File: src/rtl/fb_pkg.sv
// Shared types for the frame-buffer arbiter slice: address/pixel widths,
// their typedefs and the per-cycle memory grant encoding.
package fb_pkg;

  localparam int AW = 19;
  localparam int DW = 24;

  typedef logic [AW-1:0] fb_addr_t;
  typedef logic [DW-1:0] fb_pixel_t;

  typedef enum logic [1:0] {
    GNT_IDLE,
    GNT_SCAN,
    GNT_WRITE,
    GNT_FORCE
  } fb_gnt_e;

endpackage

File: src/rtl/fb_wfifo.sv
// Small synchronous write FIFO with a first-word-fall-through head.
// Pointers carry one extra wrap bit so full and empty are told apart
// without a separate occupancy counter. Push when full and pop when
// empty are ignored.
module fb_wfifo
  import fb_pkg::*;
#(
  parameter int DEPTH = 4,
  parameter int W     = AW + DW
) (
  input  logic         clk,
  input  logic         rst,
  input  logic         push,
  input  logic [W-1:0] push_data,
  input  logic         pop,
  output logic [W-1:0] head,
  output logic         full,
  output logic         empty
);

  localparam int PW = $clog2(DEPTH);

  logic [PW:0]  wr_ptr_q, wr_ptr_d;
  logic [PW:0]  rd_ptr_q, rd_ptr_d;
  logic [W-1:0] mem_q [DEPTH];
  logic [W-1:0] mem_d [DEPTH];

  assign empty = (wr_ptr_q == rd_ptr_q);
  assign full  = (wr_ptr_q[PW] != rd_ptr_q[PW]) &&
                 (wr_ptr_q[PW-1:0] == rd_ptr_q[PW-1:0]);
  assign head  = mem_q[rd_ptr_q[PW-1:0]];

  // Next pointer and storage values for accepted pushes and pops
  always_comb begin
    wr_ptr_d = wr_ptr_q;
    rd_ptr_d = rd_ptr_q;
    mem_d    = mem_q;
    if (push && !full) begin
      mem_d[wr_ptr_q[PW-1:0]] = push_data;
      wr_ptr_d                = wr_ptr_q + 1'b1;
    end
    if (pop && !empty) begin
      rd_ptr_d = rd_ptr_q + 1'b1;
    end
  end

  // Pointer registers; reset empties the FIFO and drops any queued entries
  always_ff @(posedge clk) begin
    if (rst) begin
      wr_ptr_q <= '0;
      rd_ptr_q <= '0;
    end else begin
      wr_ptr_q <= wr_ptr_d;
      rd_ptr_q <= rd_ptr_d;
    end
  end

  // Entry storage needs no reset: only slots between the pointers are read
  always_ff @(posedge clk) begin
    mem_q <= mem_d;
  end

endmodule

File: src/rtl/fb_arbiter.sv
// Frame-buffer port arbiter: scanout reads own the single-port memory
// whenever they ask; writer traffic is queued in fb_wfifo and drained in
// the gaps. Optional macro FB_ARB_STARVE_EN lets a writer that has waited
// MAX_WAIT cycles steal one scanout slot (the scanout pixel is repeated)
// and counts those events in underrun_cnt.
module fb_arbiter
  import fb_pkg::*;
#(
  parameter int AW         = fb_pkg::AW,
  parameter int DW         = fb_pkg::DW,
  parameter int WBUF_DEPTH = 4,
  parameter int MAX_WAIT   = 64
) (
  input  logic          clk,
  input  logic          rst,
  input  logic          sc_req,
  input  logic [AW-1:0] sc_addr,
  output logic          sc_valid,
  output logic [DW-1:0] sc_data,
  input  logic          wr_valid,
  output logic          wr_ready,
  input  logic [AW-1:0] wr_addr,
  input  logic [DW-1:0] wr_data,
  output logic          mem_en,
  output logic          mem_we,
  output logic [AW-1:0] mem_addr,
  output logic [DW-1:0] mem_wdata,
  input  logic [DW-1:0] mem_rdata,
  output logic [15:0]   underrun_cnt
);

  localparam int WAIT_W = $clog2(MAX_WAIT + 1);

`ifdef FB_ARB_STARVE_EN
  localparam bit STARVE_EN = 1'b1;
`else
  localparam bit STARVE_EN = 1'b0;
`endif

  fb_gnt_e          gnt;
  logic             fifo_full, fifo_empty;
  logic             push, pop;
  logic [AW+DW-1:0] head;
  logic [AW-1:0]    head_addr;
  logic [DW-1:0]    head_data;
  logic             starve;

  logic              sc_valid_q, sc_valid_d;
  logic              was_scan_q, was_scan_d;
  logic [DW-1:0]     pix_q, pix_d;
  logic [WAIT_W-1:0] wait_q, wait_d;

  assign {head_addr, head_data} = head;
  assign wr_ready = !rst && !fifo_full;
  assign push     = wr_valid && wr_ready;
  assign starve   = STARVE_EN && (wait_q == WAIT_W'(MAX_WAIT));

  fb_wfifo #(
    .DEPTH (WBUF_DEPTH),
    .W     (AW + DW)
  ) u_wfifo (
    .clk       (clk),
    .rst       (rst),
    .push      (push),
    .push_data ({wr_addr, wr_data}),
    .pop       (pop),
    .head      (head),
    .full      (fifo_full),
    .empty     (fifo_empty)
  );

  // Per-cycle grant: reset blocks all access, scanout wins unless starved
  always_comb begin
    gnt = GNT_IDLE;
    if (!rst) begin
      if (sc_req && starve && !fifo_empty) begin
        gnt = GNT_FORCE;
      end else if (sc_req) begin
        gnt = GNT_SCAN;
      end else if (!fifo_empty) begin
        gnt = GNT_WRITE;
      end
    end
  end

  // Memory port drive and FIFO pop follow directly from the grant
  always_comb begin
    mem_en    = 1'b0;
    mem_we    = 1'b0;
    mem_addr  = '0;
    mem_wdata = '0;
    pop       = 1'b0;
    unique case (gnt)
      GNT_SCAN: begin
        mem_en   = 1'b1;
        mem_addr = sc_addr;
      end
      GNT_WRITE, GNT_FORCE: begin
        mem_en    = 1'b1;
        mem_we    = 1'b1;
        mem_addr  = head_addr;
        mem_wdata = head_data;
        pop       = 1'b1;
      end
      default: begin
      end
    endcase
  end

  // Scanout result path and writer wait counter next-state
  always_comb begin
    sc_valid_d = (gnt == GNT_SCAN) || (gnt == GNT_FORCE);
    was_scan_d = (gnt == GNT_SCAN);
    pix_d      = was_scan_q ? mem_rdata : pix_q;
    wait_d     = wait_q;
    if (pop) begin
      wait_d = '0;
    end else if (!fifo_empty && (wait_q != WAIT_W'(MAX_WAIT))) begin
      wait_d = wait_q + 1'b1;
    end
  end

  // sc_data shows fresh RAM data the cycle after a read, otherwise the held pixel
  assign sc_valid = sc_valid_q;
  assign sc_data  = pix_d;

  // Arbiter state registers
  always_ff @(posedge clk) begin
    if (rst) begin
      sc_valid_q <= 1'b0;
      was_scan_q <= 1'b0;
      pix_q      <= '0;
      wait_q     <= '0;
    end else begin
      sc_valid_q <= sc_valid_d;
      was_scan_q <= was_scan_d;
      pix_q      <= pix_d;
      wait_q     <= wait_d;
    end
  end

`ifdef FB_ARB_STARVE_EN
  logic [15:0] underrun_q, underrun_d;

  // Saturating count of forced writer grants
  always_comb begin
    underrun_d = underrun_q;
    if ((gnt == GNT_FORCE) && (underrun_q != 16'hFFFF)) begin
      underrun_d = underrun_q + 16'd1;
    end
  end

  // Underrun counter register
  always_ff @(posedge clk) begin
    if (rst) begin
      underrun_q <= '0;
    end else begin
      underrun_q <= underrun_d;
    end
  end

  assign underrun_cnt = underrun_q;
`else
  assign underrun_cnt = '0;
`endif

endmodule

File: config.mk
export PLATFORM = sky130hd
export DESIGN_NAME = fb_arbiter
export DESIGN_NICKNAME = d
export VERILOG_FILES = /design/src/rtl/fb_pkg.sv /design/src/rtl/fb_wfifo.sv /design/src/rtl/fb_arbiter.sv
export SDC_FILE = /design/constraint.sdc
export NUM_CORES = 1
export LEC_CHECK = 0
export ABC_AREA = 1
export CORE_MARGIN = 2
export CORE_UTILIZATION = 26
export CTS_BUF_LIST = sky130_fd_sc_hd__clkbuf_2
export DETAILED_ROUTE_END_ITERATION = 12
export PLACE_DENSITY_LB_ADDON = 0.12
export SETUP_SLACK_MARGIN = 0.5
export SYNTH_ARGS = -nofsm -noshare
export SYNTH_HDL_FRONTEND = slang
export SYNTH_HIERARCHICAL = 1
export SYNTH_SLANG_ARGS = --single-unit
File: constraint.sdc
create_clock -name clk -period 7.8 [get_ports clk]
set_input_delay 1.17 -clock clk [delete_from_list [all_inputs] [get_ports clk]]
set_output_delay 1.17 -clock clk [all_outputs]
set_load 0.01 [all_outputs]
==> impl_metrics.json, run 1 <==
{
  "outcome": "complete, no violations",
  "synth_seq_cells": 204,
  "final-setup-viol-count": 0,
  "fp.dieW_um": 184,
  "finalPower_mw": 2.22,
  "routed-wl-met3_um": 1350,
  "tns_ns": 0,
  "holdCritStartpoint": "pix_q[5]$_SDFF_PP0_",
  "timing.hold.ws_ns": 0.470,
  "reg2reg_slack_ns": 3.75,
  "irDropWorstVdd_v": 0.0000792,
  "finalMaxSlewViolations": 0,
  "hold_buffers": 0,
  "min_period_ns": 6.17,
  "drtIter0Drc": 245,
  "async_flop_share_pct": 0,
  "required_ns": 6.63,
  "grt_max_degree": 86,
  "wl_per_cell_um": 16.2,
  "endpoint_kind": "primary output",
  "clock-skew-final_ns": 0.0665,
  "vias": 5858,
  "whs_path_depth": 2,
  "overflow": 0,
  "tightestPinTransition_ns": 1.09,
  "initial_core_util_pct": 26.6,
  "ctsResizeCount": 0,
  "cts.path.max_buffers": 3,
  "syn_avg_cell_area_um2": 11.2,
  "wl_met2_um": 10300,
  "r2r_start": "u_wfifo/rd_ptr_q[1]$_SDFFE_PP0P_",
  "drt_drc_violations_left": 0,
  "place_congestion": 0.669,
  "fmax_mhz": 162,
  "cp_slowest_stage_delay_ns": 1.06,
  "p_per_area_nw_per_um2": 206,
  "routed.top_layer": "met4",
  "dp_hpwl_um": 12300,
  "yosysTopAreaCell": "edfxtp_1",
  "cp-start-kind": "register",
  "p_leak_nw": 4.08,
  "arrival_ns": 5.00,
  "grt.total_usage_pct": 13.0,
  "grt_pass1_wl_um": 33100,
  "hp-class": "register to register",
  "period_share_pct": 79.1,
  "ant_nets": 0,
  "r2r_cells": 9,
  "synthTopCellsByCount": "172 x edfxtp_1, 123 x nand2_1, 123 x nor2_1, 86 x o21ai_0, 43 x o22ai_1",
  "rsz0062_at_grt": "false",
  "syn_area_um2": 8430,
  "cp_top_family": "simple AND/OR/NAND/NOR gates",
  "final_nets": 1028,
  "cts_made_buffers": 56,
  "cts_tree": "done",
  "drive_gt1_share_pct": 12.5,
  "h-tree-depth": 2,
  "synth_top_area_share_pct": 61.3,
  "syn_inst": 753,
  "post_synth_num_cell_types": 25,
  "dieArea_um2": 33900,
  "slowest_stage": "dfxtp_2",
  "crit_type": "register to primary output",
  "grt_pass1_vias": 5869,
  "wl_met1_um": 10200,
  "fill_cells": 3226,
  "cp_num_buf_inv": 4,
  "num_rows": 65,
  "antenna_found_initial": 3,
  "wirelength_um": 22400,
  "via_per_inst": 4.25,
  "seq_area_frac_synth_pct": 68.9,
  "clk_latency_ns": 0.83,
  "drv_cap": 0,
  "ys_warn_count": 6,
  "slew_headroom_pct": 27.1,
  "pin_count": 177,
  "synth_edf_count": 172,
  "area_delta_synth_final_pct": 27.9,
  "core-area_um2": 31700,
  "clock-sinks": 204,
  "port_buffers": 160,
  "drtPass1Iterations": 4,
  "regToRegEndpoint": "u_wfifo/mem_q[116]$_DFFE_PP_",
  "ys.flop_type": "edfxtp_1",
  "synth_area_leaders": "edfxtp_1 61%, dfxtp_1 7.6%, nand2_1 5.5%, nor2_1 5.5%, o21ai_0 5.1%",
  "path_clk_slew_ns": 0.08,
  "final-hold-violation-count": 0,
  "die_height_um": 184,
  "path_cells": "inv_6 > nand2_1 > nand2_1 > nand3_2 > inv_1 > nor2_2 > nand2_2 > inv_1 > clkdlybuf4s50_1",
  "crit_fanout": 47,
  "cts_setup_buffers": 0,
  "synth_most_common_cell": "edfxtp_1",
  "cts_root_buf": "clkbuf_2",
  "hold-path-endpoint": "pix_q[5]$_SDFF_PP0_"
}
logic make-up (layout without fill, tap and decap cells):
logic type               Yosys count  after routing  synth area share, %
AO/OA/AOI/OAI                    159            159                 10.1
XOR/XNOR                           1              1                0.193
adder cells (fa/ha/maj)            5              5                0.742
buffers and inverters            104            307                 6.84
flip-flops                       204            204                 68.9
other                              1             20               0.0445
AND/OR/NAND/NOR                  279            279                 13.2
cell usage in the layout, fill, tap and decap left out, types with 3 or more instances in the layout:
master             n
a21oi_1           29
buf_4              7
clkbuf_2          92
clkdlybuf4s50_1  160
conb_1            16
dfxtp_1           30
diode_2            4
edfxtp_1         172
ha_1               5
inv_1             40
inv_2              3
nand2_1          123
nand2_2            5
nand3_1           23
nor2_1           119
nor2_4             3
o21ai_0           86
o22ai_1           43
layout make-up:
class | count | area, um^2 | share of cell area (%)
Clock inverter | 4 | 46.3 | 0.429
Timing Repair Buffer | 167 | 1650 | 15.3
Antenna cell | 4 | 10.0 | 0.0928
Inverter | 44 | 170 | 1.58
Tap cell | 402 | 503 | 4.66
Multi-Input combinational cell | 460 | 2130 | 19.7
Clock buffer | 92 | 460 | 4.27
Sequential cell | 204 | 5810 | 53.9
stage by stage:
| step | instances | setup slack (ns) | utilization, % | cell area (um^2) |
|---|---|---|---|---|
| after detailed placement | 1277 | 2.24 | 32.4 | 10300 |
| after global placement | 1277 | 2.33 | 32.4 | 10300 |
| after floorplan | 768 | 3.60 | - | 8490 |
| after global routing | 1375 | 1.07 | 34.0 | 10800 |
| after CTS | 1373 | 1.34 | 34.0 | 10800 |
| final | 1377 | 1.63 | 34.0 | 10800 |
flip-flops by register name (all words and copies together), names as in the netlist:
signal            flops
u_wfifo/mem_q       172
pix_q                24
u_wfifo/rd_ptr_q      3
u_wfifo/wr_ptr_q      3
sc_valid              1
was_scan_q            1
worst register-to-register path, cell delays in order, from the launching register on:
cell and delay (ns):
dfxtp_2 1.06, inv_6 0.37, nand2_1 0.16, nand2_1 0.10
nand3_2 0.17, inv_1 0.08, nor3b_1 0.58, nand2_1 0.35
nor2_4 0.25, buf_4 0.58
metal layers:
layer,GRT usage [%],vias to the layer above
met5,0,-
met4,4.58,0
met3,3.70,48
met2,21.6,188
met1,16.1,2655
li1,-,2967
where the power goes:
part	switching [mW]	total, mW	internal [mW]
combinational	0.126	0.235	0.108
clock	0.429	0.766	0.337
sequential	0.0126	1.22	1.21
total	0.568	2.22	1.65
how the worst max path moves through the flow:
| stage | start | end | cells past startpoint |
|---|---|---|---|
| after global placement | u_wfifo/rd_ptr_q[1]$_SDFFE_PP0P_ | mem_we | 9 |
| after floorplan | rst | u_wfifo/mem_q[100]$_DFFE_PP_ | 4 |
| after detailed placement | u_wfifo/rd_ptr_q[1]$_SDFFE_PP0P_ | mem_we | 9 |
| final | u_wfifo/rd_ptr_q[1]$_SDFFE_PP0P_ | mem_we | 9 |
| after CTS | u_wfifo/rd_ptr_q[1]$_SDFFE_PP0P_ | mem_we | 9 |
| after global routing | u_wfifo/rd_ptr_q[1]$_SDFFE_PP0P_ | mem_we | 9 |
(Power assumes the default switching activity.)
==> run 2, diff against run 1 <==
clock period = 5.38 ns   (was 7.8 ns; I/O delays follow)
==> impl_metrics.json, run 2 (synthesis gave the netlist of run 1 again) <==
{
  "outcome": "complete, no violations",
  "r2r_start": "u_wfifo/rd_ptr_q[1]$_SDFFE_PP0P_",
  "rsz0062_at_grt": "false",
  "hp-class": "register to register",
  "regToRegEndpoint": "u_wfifo/mem_q[139]$_DFFE_PP_",
  "area_delta_synth_final_pct": 28.8,
  "initial_core_util_pct": 26.6,
  "drtPass1Iterations": 4,
  "arrival_ns": 3.52,
  "whs_path_depth": 2,
  "mostFrequentLayoutCell": "edfxtp_1",
  "place_congestion": 0.684,
  "cts_made_buffers": 55,
  "drt_drc_violations_left": 0,
  "setup_slack_ns": 1.05,
  "clock-skew-final_ns": 0.0831,
  "dp_cells": 1282,
  "drive_gt1_share_pct": 12.3,
  "cp_top_family": "buffers and inverters",
  "fill_cells": 3281,
  "endpoint_kind": "primary output",
  "min_period_ns": 4.33,
  "pin_count": 177,
  "final-hold-violation-count": 0,
  "r2r_cells": 9,
  "num_rows": 65,
  "ant_nets": 0,
  "crit_type": "register to primary output",
  "cts.path.max_buffers": 3,
  "cp_slowest_stage_delay_ns": 0.68,
  "grt_max_degree": 51,
  "instances_no_fill": 1380,
  "grt_pass1_vias": 6037,
  "cts_setup_buffers": 0,
  "drtIter0Drc": 186,
  "tightestPinTransition_ns": 0.901,
  "wirelength_um": 22400,
  "slowest_stage": "inv_2",
  "grtUsageMet3_pct": 3.31,
  "dp_slack_ns": 1.04,
  "dp_hpwl_um": 13300,
  "h-tree-depth": 2,
  "final_util_pct": 34.2,
  "via_per_inst": 4.30,
  "layout_common_cells": "172 x edfxtp_1, 160 x clkdlybuf4s50_1, 123 x nand2_1",
  "grtUsageMet2_pct": 21.5,
  "core-area_um2": 31700,
  "vias": 5932,
  "wl_per_cell_um": 16.3,
  "clk_latency_ns": 0.84,
  "finalMaxSlewViolations": 0,
  "period_share_pct": 80.5,
  "slew_headroom_pct": 39.9,
  "grt_pass1_wl_um": 33600,
  "fmax_mhz": 231,
  "final_nets": 1032,
  "cts_root_buf": "clkbuf_2",
  "fp.dieW_um": 184,
  "overflow": 0,
  "p_leak_nw": 4.11,
  "crit_fanout": 45,
  "cp_num_buf_inv": 3,
  "top_register": "u_wfifo/mem_q",
  "reg_top3": "u_wfifo/mem_q: 172 flops, pix_q: 24 flops",
  "required_ns": 4.57,
  "die_height_um": 184,
  "final-setup-viol-count": 0,
  "p_per_area_nw_per_um2": 297,
  "dieArea_um2": 33900,
  "use_met1_pct": 16.6,
  "irDropWorstVdd_v": 0.0000974,
  "tns_ns": 0,
  "largest_reg_flops": 172,
  "path_clk_slew_ns": 0.11,
  "gr-max-usage-layer": "met2",
  "antenna_found_initial": 1,
  "path_cells": "inv_2 > buf_4 > o21ai_0 > o22ai_1 > nand3_1 > nand2_1 > clkdlybuf4s50_1",
  "clock-sinks": 204,
  "port_buffers": 160,
  "cp-start-kind": "register",
  "reg2reg_slack_ns": 1.93,
  "hold_buffers": 0,
  "holdCritStartpoint": "pix_q[3]$_SDFF_PP0_",
  "grt.total_usage_pct": 13.1,
  "cts_tree": "done",
  "hold-path-endpoint": "pix_q[3]$_SDFF_PP0_",
  "drv_cap": 0
}
run 2: cell types whose count changed in the layout (fill, tap and decap cells not counted), sizes merged:
| cell | change |
|---|---|
| inv | +1 |
| diode | -3 |
| clkbuf | -6 |
| buf | +5 |
| clkinv | +6 |
run 2: layer usage:
metal | wire (um) | vias up
met2 | 10200 | 178
li1 | - | 2971
met3 | 1300 | 44
met4 | 466 | 0
met5 | 0 | -
met1 | 10500 | 2739
run 2: tightest hold or removal path: cells and delay by family (launching register included):
kind	cells	cell delay, ns
compound gates	1	0.05
simple gates	1	0.06
flops	1	0.32
run 2: report_power, final:
group | switching [mW] | internal [mW] | total [mW]
Clock | 0.638 | 0.468 | 1.11
Sequential | 0.0184 | 1.75 | 1.77
Combinational | 0.185 | 0.161 | 0.346
Total | 0.842 | 2.38 | 3.22
run 2: final cells by class:
| cell class | instances | area, um^2 | share of cell area, % |
|---|---|---|---|
| flip-flops and latches | 204 | 5810 | 53.6 |
| diodes | 1 | 2.50 | 0.0231 |
| multi-input cells | 460 | 2130 | 19.7 |
| repair buffers | 172 | 1730 | 15.9 |
| clock buffers | 86 | 430 | 3.97 |
| well taps | 402 | 503 | 4.63 |
| clock inverters | 11 | 72.6 | 0.669 |
| inverters | 44 | 170 | 1.57 |
run 2: worst max-delay path by stage:
stage / start / endpoint / slack (ns) / cells past startpoint
5_1_grt: u_wfifo/rd_ptr_q[1]$_SDFFE_PP0P_ / mem_we / 0.70 / 10
3_3_place_gp: sc_req / mem_we / 1.13 / 5
3_5_place_dp: sc_req / mem_we / 1.04 / 5
6_report: u_wfifo/rd_ptr_q[0]$_SDFFE_PP0P_ / mem_addr[15] / 1.05 / 7
4_1_cts: u_wfifo/rd_ptr_q[1]$_SDFFE_PP0P_ / mem_we / 0.66 / 10
2_1_floorplan: rst / u_wfifo/mem_q[100]$_DFFE_PP_ / 1.54 / 4
run 2: what timing repair did:
item / CTS / global route
pin swaps: 0 / 0
setup endpoints to repair: 1 / 1
resized for setup: 1 / 1
run 2: through the flow:
step | area, um^2 | power [mW] | hold slack, ns
after floorplan | 8490 | 1.98 | 0.443
after global placement | 10300 | 2.16 | 0.457
after detailed placement | 10300 | 2.16 | 0.461
after CTS | 10800 | 3.30 | 0.470
after global routing | 10900 | 3.42 | 0.491
final | 10900 | 3.22 | 0.471
